## src/rtl/cordic_instr_encoder_if.sv

```systemverilog
// Request/issue bus of the CORDIC custom-0 instruction encoder.
// The slave modport is the encoder side; the master modport is the requester/consumer side.
interface cordic_instr_encoder_if #(
  parameter int unsigned CNT_W = 16
) ();
  logic             req_valid_i;
  logic             req_ready_o;
  logic [1:0]       req_op_i;
  logic [4:0]       req_rd_i;
  logic [4:0]       req_rs1_i;
  logic             instr_valid_o;
  logic             instr_ready_i;
  logic [31:0]      instr_o;
  logic             illegal_o;
  logic [CNT_W-1:0] issued_cnt_o;

  modport slave (
    input  req_valid_i, req_op_i, req_rd_i, req_rs1_i, instr_ready_i,
    output req_ready_o, instr_valid_o, instr_o, illegal_o, issued_cnt_o
  );

  modport master (
    output req_valid_i, req_op_i, req_rd_i, req_rs1_i, instr_ready_i,
    input  req_ready_o, instr_valid_o, instr_o, illegal_o, issued_cnt_o
  );
endinterface

```

## src/rtl/cordic_instr_encoder.sv

```systemverilog
// Encodes CORDIC SIN/COS requests into custom-0 RISC-V words and streams them
// through a small FIFO to an instruction consumer.
module cordic_instr_encoder #(
  parameter int unsigned DEPTH = 4,
  parameter int unsigned CNT_W = 16
) (
  input  logic                   clk_i,
  input  logic                   rst_ni,
  input  logic                   flush_i,
  cordic_instr_encoder_if.slave  bus
);

  localparam int unsigned PTR_W = $clog2(DEPTH);
  localparam int unsigned OCC_W = $clog2(DEPTH + 1);

  typedef enum logic [1:0] {
    ST_EMPTY,
    ST_PARTIAL,
    ST_FULL
  } state_e;

  state_e           state_q, state_d;
  logic [PTR_W-1:0] wr_ptr_q, wr_ptr_d;
  logic [PTR_W-1:0] rd_ptr_q, rd_ptr_d;
  logic [OCC_W-1:0] occ_q, occ_d;
  logic             illegal_q, illegal_d;
  logic [CNT_W-1:0] cnt_q, cnt_d;
  logic [31:0]      mem_q [DEPTH];

  logic        full_c, empty_c, legal_c, accept_c, push_c, pop_c;
  logic [2:0]  funct3_c;
  logic [31:0] word_c;

  assign full_c  = (state_q == ST_FULL);
  assign empty_c = (state_q == ST_EMPTY);

  // Request decode and encoding.
  assign legal_c  = (bus.req_op_i == 2'b01) || (bus.req_op_i == 2'b10);
  assign funct3_c = (bus.req_op_i == 2'b01) ? 3'b001 : 3'b010;
  assign word_c   = {7'b0000100, 5'b00000, bus.req_rs1_i, funct3_c, bus.req_rd_i, 7'b0001011};

  // Ready is low during reset and whenever full or flushing; it never depends on instr_ready_i.
  assign bus.req_ready_o = rst_ni && !full_c && !flush_i;
  assign accept_c        = bus.req_valid_i && bus.req_ready_o;
  assign push_c          = accept_c && legal_c;
  assign pop_c           = !empty_c && bus.instr_ready_i;

  always_comb begin
    wr_ptr_d  = wr_ptr_q;
    rd_ptr_d  = rd_ptr_q;
    occ_d     = occ_q;
    state_d   = state_q;
    illegal_d = accept_c && !legal_c;
    cnt_d     = cnt_q;

    if (push_c) wr_ptr_d = wr_ptr_q + PTR_W'(1);
    if (pop_c)  rd_ptr_d = rd_ptr_q + PTR_W'(1);
    case ({push_c, pop_c})
      2'b10:   occ_d = occ_q + OCC_W'(1);
      2'b01:   occ_d = occ_q - OCC_W'(1);
      default: occ_d = occ_q;
    endcase

    // A pop that coincides with a flush still hands a word out, so it still counts.
    if (pop_c && (cnt_q != {CNT_W{1'b1}})) cnt_d = cnt_q + CNT_W'(1);

    if (flush_i) begin
      wr_ptr_d = '0;
      rd_ptr_d = '0;
      occ_d    = '0;
    end

    if (occ_d == '0)                  state_d = ST_EMPTY;
    else if (occ_d == OCC_W'(DEPTH))  state_d = ST_FULL;
    else                              state_d = ST_PARTIAL;
  end

  always_ff @(posedge clk_i or negedge rst_ni) begin
    if (!rst_ni) begin
      state_q   <= ST_EMPTY;
      wr_ptr_q  <= '0;
      rd_ptr_q  <= '0;
      occ_q     <= '0;
      illegal_q <= 1'b0;
      cnt_q     <= '0;
    end else begin
      state_q   <= state_d;
      wr_ptr_q  <= wr_ptr_d;
      rd_ptr_q  <= rd_ptr_d;
      occ_q     <= occ_d;
      illegal_q <= illegal_d;
      cnt_q     <= cnt_d;
    end
  end

  // Storage needs no reset: entries are only visible while the occupancy covers them.
  always_ff @(posedge clk_i) begin
    if (push_c) mem_q[wr_ptr_q] <= word_c;
  end

  assign bus.instr_valid_o = !empty_c;
  assign bus.instr_o       = empty_c ? 32'h0 : mem_q[rd_ptr_q];
  assign bus.illegal_o     = illegal_q;
  assign bus.issued_cnt_o  = cnt_q;

endmodule

```

## src/flat_wrapper.sv

```systemverilog
// flat-port wrapper written by rule: the top's interface ports become plain ports
module cordic_instr_encoder_flat 
#(
  parameter int unsigned DEPTH = 4,
  parameter int unsigned CNT_W = 16
)
  (clk_i, rst_ni, flush_i, bus_req_valid_i, bus_req_op_i, bus_req_rd_i, bus_req_rs1_i, bus_instr_ready_i, bus_req_ready_o, bus_instr_valid_o, bus_instr_o, bus_illegal_o, bus_issued_cnt_o);
  cordic_instr_encoder_if #(.CNT_W(CNT_W)) bus_i ();
  input  logic clk_i;
  input  logic rst_ni;
  input  logic flush_i;
  input wire logic [$bits(bus_i.req_valid_i)-1:0] bus_req_valid_i;
  input wire logic [$bits(bus_i.req_op_i)-1:0] bus_req_op_i;
  input wire logic [$bits(bus_i.req_rd_i)-1:0] bus_req_rd_i;
  input wire logic [$bits(bus_i.req_rs1_i)-1:0] bus_req_rs1_i;
  input wire logic [$bits(bus_i.instr_ready_i)-1:0] bus_instr_ready_i;
  output wire logic [$bits(bus_i.req_ready_o)-1:0] bus_req_ready_o;
  output wire logic [$bits(bus_i.instr_valid_o)-1:0] bus_instr_valid_o;
  output wire logic [$bits(bus_i.instr_o)-1:0] bus_instr_o;
  output wire logic [$bits(bus_i.illegal_o)-1:0] bus_illegal_o;
  output wire logic [$bits(bus_i.issued_cnt_o)-1:0] bus_issued_cnt_o;
  assign bus_i.req_valid_i = bus_req_valid_i;
  assign bus_i.req_op_i = bus_req_op_i;
  assign bus_i.req_rd_i = bus_req_rd_i;
  assign bus_i.req_rs1_i = bus_req_rs1_i;
  assign bus_i.instr_ready_i = bus_instr_ready_i;
  assign bus_req_ready_o = bus_i.req_ready_o;
  assign bus_instr_valid_o = bus_i.instr_valid_o;
  assign bus_instr_o = bus_i.instr_o;
  assign bus_illegal_o = bus_i.illegal_o;
  assign bus_issued_cnt_o = bus_i.issued_cnt_o;
  cordic_instr_encoder #(.DEPTH(DEPTH), .CNT_W(CNT_W)) u_core (.clk_i(clk_i), .rst_ni(rst_ni), .flush_i(flush_i), .bus(bus_i));
endmodule
```

## config.mk

```make
export PLATFORM = sky130hd
export DESIGN_NAME = cordic_instr_encoder_flat
export DESIGN_NICKNAME = d
export VERILOG_FILES = /design/src/rtl/cordic_instr_encoder_if.sv /design/src/rtl/cordic_instr_encoder.sv /design/src/flat_wrapper.sv
export SDC_FILE = /design/constraint.sdc
export NUM_CORES = 1
export LEC_CHECK = 0
export CAP_MARGIN = 10
export CORE_ASPECT_RATIO = 0.6
export CORE_MARGIN = 2
export CORE_UTILIZATION = 50
export CTS_CLUSTER_SIZE = 25
export DETAILED_ROUTE_END_ITERATION = 10
export GPL_TIMING_DRIVEN = 1
export MAX_ROUTING_LAYER = met4
export PLACE_DENSITY_LB_ADDON = 0.2
export SLEW_MARGIN = 20
export SYNTH_ARGS = -nofsm -noshare
export SYNTH_HDL_FRONTEND = slang
export SYNTH_SLANG_ARGS = --single-unit
```

## constraint.sdc

```tcl
create_clock -name clk_i -period 4.6 [get_ports clk_i]
set_input_delay 0.69 -clock clk_i [delete_from_list [all_inputs] [get_ports clk_i]]
set_output_delay 0.69 -clock clk_i [all_outputs]
set_load 0.1 [all_outputs]
```

# After elaboration in Yosys (flattened, before gate mapping)
# Memories as Yosys holds them, arrays and structs flattened.
# Index checks and enable logic that the tools add are counted.
dict set report word_totals {
  register_bits 26
  ramBits 48
  inputBits 17
  out_inout_bits 51
  mem_count 1
}
dict set report op_classes {
  n_addsub 5
  n_eq_ne 7
  muxes 12
  n_reduce_logical 16
}
# memory depth width read_ports rd_ports_with_merged_regs wr line_no
set mem_list {}
lappend mem_list {u_core.mem_q 4 12 1 0 1 cordic_instr_encoder.sv:28} ;# logic [31:0] mem_q [DEPTH];
# op n
set op_table {}
lappend op_table {{$mux 32} 1}
lappend op_table {{$add 16x1->16 const B} 1}
lappend op_table {{$ne 16x16->1 const B} 1}
lappend op_table {{$mux 2} 7}
lappend op_table {{$logic_and 1x1->1} 7}
lappend op_table {{$eq 2x2->1 const B} 3}
lappend op_table {{$pmux 3 s2} 1}
lappend op_table {{$add 2x1->2 const B} 2}
lappend op_table {{$eq 2x1->1 const B} 2}
lappend op_table {{$logic_not 1->1} 4}
lappend op_table {{$reduce_bool 2->1} 2}
lappend op_table {{$add 3x1->3 const B} 1}
lappend op_table {{$eq 3x3->1 const B} 1}
lappend op_table {{$logic_not 3->1} 1}
lappend op_table {{$mux 3} 1}
lappend op_table {{$sub 3x1->3 const B} 1}
lappend op_table {{$logic_not 2->1} 1}
lappend op_table {{$mux 1} 2}
lappend op_table {{$logic_or 1x1->1} 1}

# Logic depth before layout (Yosys ltp)
dict set report logic_depth {
  word_depth 12
  mapped_depth 10
}

# Worst setup path before layout
# Ideal clock, no wire load.
dict set report synth_path {
  path_type {reg2out}
  startpoint {register u_core.rd_ptr_q[0]}
  endpoint {output bus_instr_o[10]}
  arrival_ps 2362
  t_required_ps 3910
  slack_ps 1548
  stages_incl_launch_ff 5
  n_path_buf 2
  path_cell_list {dfrtp_1 buf_2 buf_4 mux4_2 nor2b_1}
}
dict set report synth_between {
  elab_chain_cells 2
}
# item line_no
set synth_rtl {}
lappend synth_rtl {{from (decl)} cordic_instr_encoder.sv:24} ;# logic [PTR_W-1:0] rd_ptr_q, rd_ptr_d;
lappend synth_rtl {{from (signal assigned)} cordic_instr_encoder.sv:89} ;# rd_ptr_q <= rd_ptr_d;
lappend synth_rtl {{$mem_v2 4x12} n/a}
lappend synth_rtl {{$mux 32} cordic_instr_encoder.sv:102} ;# assign bus.instr_o = empty_c ? 32'h0 : mem_q[rd_ptr_q];
lappend synth_rtl {{to (decl)} flat_wrapper.sv:19} ;# output wire logic [$bits(bus_i.instr_o)-1:0] bus_instr_o;
# Every way passes these cells.

# Worst setup path in the final report
dict set report layout_path {
  startpoint {register u_core.rd_ptr_q[0]}
  endpoint {output bus_instr_o[17]}
}
# Same word-level chain as after synthesis.

==> flow_results.org <==
** Synthesis
- Ranked by total cell area, the synthesized netlist is headed by sky130_fd_sc_hd__edfxtp_1 (43%), sky130_fd_sc_hd__dfrtp_1 (19%), sky130_fd_sc_hd__mux4_2 (8.1%).
- Share of synthesized cell area in full adder, half adder and majority cells :: around 3.2%
- Post-Syn Area :: 3350 um^2
- Multiplexer area fraction after synthesis :: between 9 and 10%
- Synthesized area per cell :: approximately 15 um^2
- Yosys instantiated no cell more often than sky130_fd_sc_hd__edfxtp_1.
- Post-synthesis register bit count :: 74
- In the synthesized netlist, the number of instances is 221.
- Synthesis instantiated 38 different standard cells from the library.
- Compound-Gate Fraction of Synth Area :: less than 1%
- By area, the combinational part of the netlist is dominated by simple AND/OR/NAND/NOR gates.
- Sequential cells were found to cover a little over three fifths of the synthesized design area.
- Warnings, synthesis :: 0
- Top-area cell type share of the netlist area :: a little over two fifths
- Summing the areas of all and, or, nand and nor instances in the mapped netlist gives 12.8% of the synthesized area.
- The commonest cells after synthesis are sky130_fd_sc_hd__edfxtp_1 (48), sky130_fd_sc_hd__dfrtp_1 (26), sky130_fd_sc_hd__buf_4 (21).
- Yosys mapped a number of flops with a built-in enable equal to 48.
- Predominant post-synthesis flop cell :: sky130_fd_sc_hd__edfxtp_1
- Of the total synthesized cell area, the portion taken by XOR and XNOR cells is between 5 and 6%.
- Summed over all instances, the cell type with the most area after synthesis is sky130_fd_sc_hd__edfxtp_1.
- Ys async rst share :: between 30% and 40%

** CTS
- Worst skew pair latency :: 0.35 ns
- Buffers inserted to repair hold after CTS numbered 0.
- The root buffer cell chosen for the clock tree is sky130_fd_sc_hd__clkbuf_8.
- Number of gates resized after cts :: 0
- Number of buffers on the longest clock path :: 2
- Counting every sink on the clock net gives 74.
- Buffers inserted during clock tree synthesis total 9.
- Number of setup buffers added after CTS :: 0
- Number of H-tree levels :: 3
- Clock tree from TritonCTS :: built
- After clock tree synthesis, the clock-pin slew on the worst setup and hold paths is approximately 0.080 ns.

** Run status
- The run finished with clean final reports.

** Worst setup path
- For the worst setup path, the data arrival time is approximately 3.0 ns.
- In this run the register-to-register setup slack is 2.27 ns.
- Worst reg2reg path startpoint :: u_core.state_q[1]
- Max FO, Critical Path :: 14
- STA classifies the critical path startpoint as a flip-flop.
- STA classifies the critical path endpoint as a primary output.
- CP Data Required Time :: about 3.9 ns
- The endpoint identified for the worst register-to-register timing path is u_core.state_q[1].
- R2r worst-path depth :: 9
- Category of the critical setup timing path :: flip-flop to primary output

** Place
- During placement, the flow inserted port buffers numbering 51.
- Cell count after placement :: ~350
- Global placement routability congestion :: 0.810
- Dpl ws :: between 1 and 1.5 ns
- Detailed placement finished with a half-perimeter wire length of a little under 4000 um.

** Min path
- Worst min-delay path class :: flip-flop to flip-flop
- The startpoint identified for the worst hold timing path is u_core.bus.issued_cnt_o[15].
- The worst hold path terminates at u_core.bus.issued_cnt_o[15].
- Counting instances, the worst hold path has a depth of 1.

** Final layout
- Compared with the post-synthesis result, the final layout area differs by 19.8%.
- In the final layout, the share of cells above drive strength 1 is 14.4%.
- After filler insertion, the fill cell instance count of the layout stands at just over 500.
- N_diodes :: 0
- Final nets :: roughly 300
- The finished layout holds 365 standard cells, fillers aside.

** STA
- Worst relative slew slack :: around a third
- # setup viols final :: 0
- The final critical path takes up about four fifths of the cycle.
- After layout, the minimum clock period comes to roughly 3.7 ns.
- The final max-slew violation count came to 0.
- Adding up every negative setup slack in the final design gives 0 ns.
- For the final database, setup skew stands at approximately 0.012 ns.
- Transition time at the pin with the least slew margin :: roughly 1 ns
- Timing would allow up to around 270 MHz.
- Setup repair after global routing missed its margin :: false
- The count of final hold-check violations was 0.
- In the post-route analysis, the smallest setup slack over all paths is about 0.9 ns.

** Die
- Core Area :: between 6000 and 7000 um^2
- For this configuration, the core starts out at a cell density of between 50% and 60%.
- In this run the vertical extent of the chip is about 67 um.
- Die area :: ~7400 um^2
- Horizontal die dimension :: roughly 110 um
- 68 I/O pins were placed.
- Row cnt :: 23

** Global route
- The initial antenna violation count was 0.
- Global-route wire length before repair :: just under 9000 um
- For this run, the total global-route usage over all layers was measured as between 15 and 20%.
- For this run, global-route usage on met3 was measured as just under 7%.
- Maximum number of pins on one net before global-route repair :: 27
- Grt total ovfl :: 0
- Global routing used ~24% of the available met2 tracks.
- The layer flagged by global routing as most heavily used is met1.
- Number of global-route vias before repair :: around 1.7k
- Global routing used around a quarter of the available met1 tracks.

** Pwr
- Reported leakage power :: ~1.5 nW
- Power Dens Cells :: around 430 nW/um^2
- IR analysis of the VDD net gives a maximum drop of approximately 0.26 mV.

** Routing
- Starting DRC count in detailed routing :: around 140
- In the routed design, unresolved DRC markers number 0.
- The final layout contains routed wiring with a total length of ~5600 um.
- Avg WL per Cell :: about 15 um
- For this block, the via count after detailed routing is approximately 1.8k.
- The detail route stage leaves a number of antenna-violating nets equal to 0.
- Using the TritonRoute via totals, the vias-per-cell ratio works out to 4.99.
- For this run, the detailed router's first-pass iteration total came to 4.

** Flow run
- Max Cap Viol :: 0
[cell families (layout without fill, tap and decap cells)]
family,Yosys count,in the layout
DFF,74,74
and+or+nand+nor,66,66
buffers and inverters,34,76
xor gates and xnor gates,20,20
muxes,15,15
adders and majority gates,8,8
AOI/OAI and AO/OA,3,3
other,1,16
[cell usage in the layout (no fill, tap or decap), drive strengths merged]
| cell | count |
|---|---|
| dfrtp | 26 |
| conb | 16 |
| fa | 1 |
| nand4 | 7 |
| clkdlybuf4s50 | 50 |
| nand2b | 2 |
| a31oi | 1 |
| xnor2 | 9 |
| buf | 2 |
| a21oi | 1 |
| nand4b | 1 |
| nor2 | 15 |
| nor3 | 5 |
| clkinvlp | 3 |
| edfxtp | 48 |
| nor3b | 2 |
| nand2 | 5 |
| nor4 | 4 |
| clkinv | 2 |
| o21ai | 1 |
| xor2 | 11 |
| nand3 | 4 |
| and2 | 4 |
| mux4 | 12 |
| clkbuf | 10 |
| nor4b | 2 |
| or2 | 1 |
| mux2 | 1 |
| ha | 7 |
| mux2i | 2 |
| nor2b | 13 |
| inv | 9 |
| and3 | 1 |
[how the worst max path moves through the flow]
stage                            start               to  slack [ns]  cells past startpoint
floorplan           u_core.rd_ptr_q[0]  bus_instr_o[10]        1.55                      4
global placement    u_core.rd_ptr_q[0]  bus_instr_o[16]        1.28                      3
detailed placement  u_core.rd_ptr_q[0]  bus_instr_o[13]        1.25                      3
CTS                 u_core.rd_ptr_q[0]  bus_instr_o[17]        0.87                      3
global route        u_core.rd_ptr_q[0]  bus_instr_o[18]        0.75                      3
finish              u_core.rd_ptr_q[0]  bus_instr_o[17]        0.93                      3
[area by class of cell]
class	instances	area [um^2]	share of cell area (%)
clock inverter	6	41.3	1.03
sequential	74	2090	52.2
clock buffer	10	128	3.18
timing repair buffer	52	515	12.9
inverter	8	30.0	0.749
tap	87	109	2.72
multi-input combinational	128	1090	27.3
[per-layer routing]
| metal | vias to the layer above | routed length (um) |
|---|---|---|
| met5 | - | 0 |
| met4 | 0 | 65 |
| met3 | 6 | 416 |
| met2 | 68 | 2470 |
| met1 | 882 | 2660 |
| li1 | 865 | - |
[report_power, final]
part	leakage (nW)	internal, mW	switching [mW]	total (mW)
clock	0.0787	0.195	0.235	0.431
combinational	0.643	0.122	0.408	0.530
sequential	0.789	0.733	0.0363	0.769
total	1.51	1.05	0.679	1.73
[stage by stage]
step	total power, mW	hold WS, ns	utilization (%)	instance area [um^2]
global route	1.80	0.524	61.1	4010
floorplan	1.22	0.394	-	3400
finish	1.73	0.490	61.1	4010
global placement	1.31	0.482	58.5	3840
detailed placement	1.32	0.480	58.5	3840
CTS	1.75	0.495	61.1	4010
[critical path, cell delays in order (launching register included)]
cell                              delay [ns]
sky130_fd_sc_hd__dfrtp_1                0.90
sky130_fd_sc_hd__mux4_2                 0.60
sky130_fd_sc_hd__nor2b_1                0.14
sky130_fd_sc_hd__clkdlybuf4s50_1        1.00
[registers in the layout, summed over array words and instances, names as in the netlist]
signal	flops
u_core.rd_ptr_q	2
u_core.state_q	2
u_core.occ_q	3
u_core.mem_q	48
u_core.wr_ptr_q	2
u_core.bus.illegal_o	1
u_core.bus.issued_cnt_o	16
No activity file was read; power rests on OpenSTA's default activity.
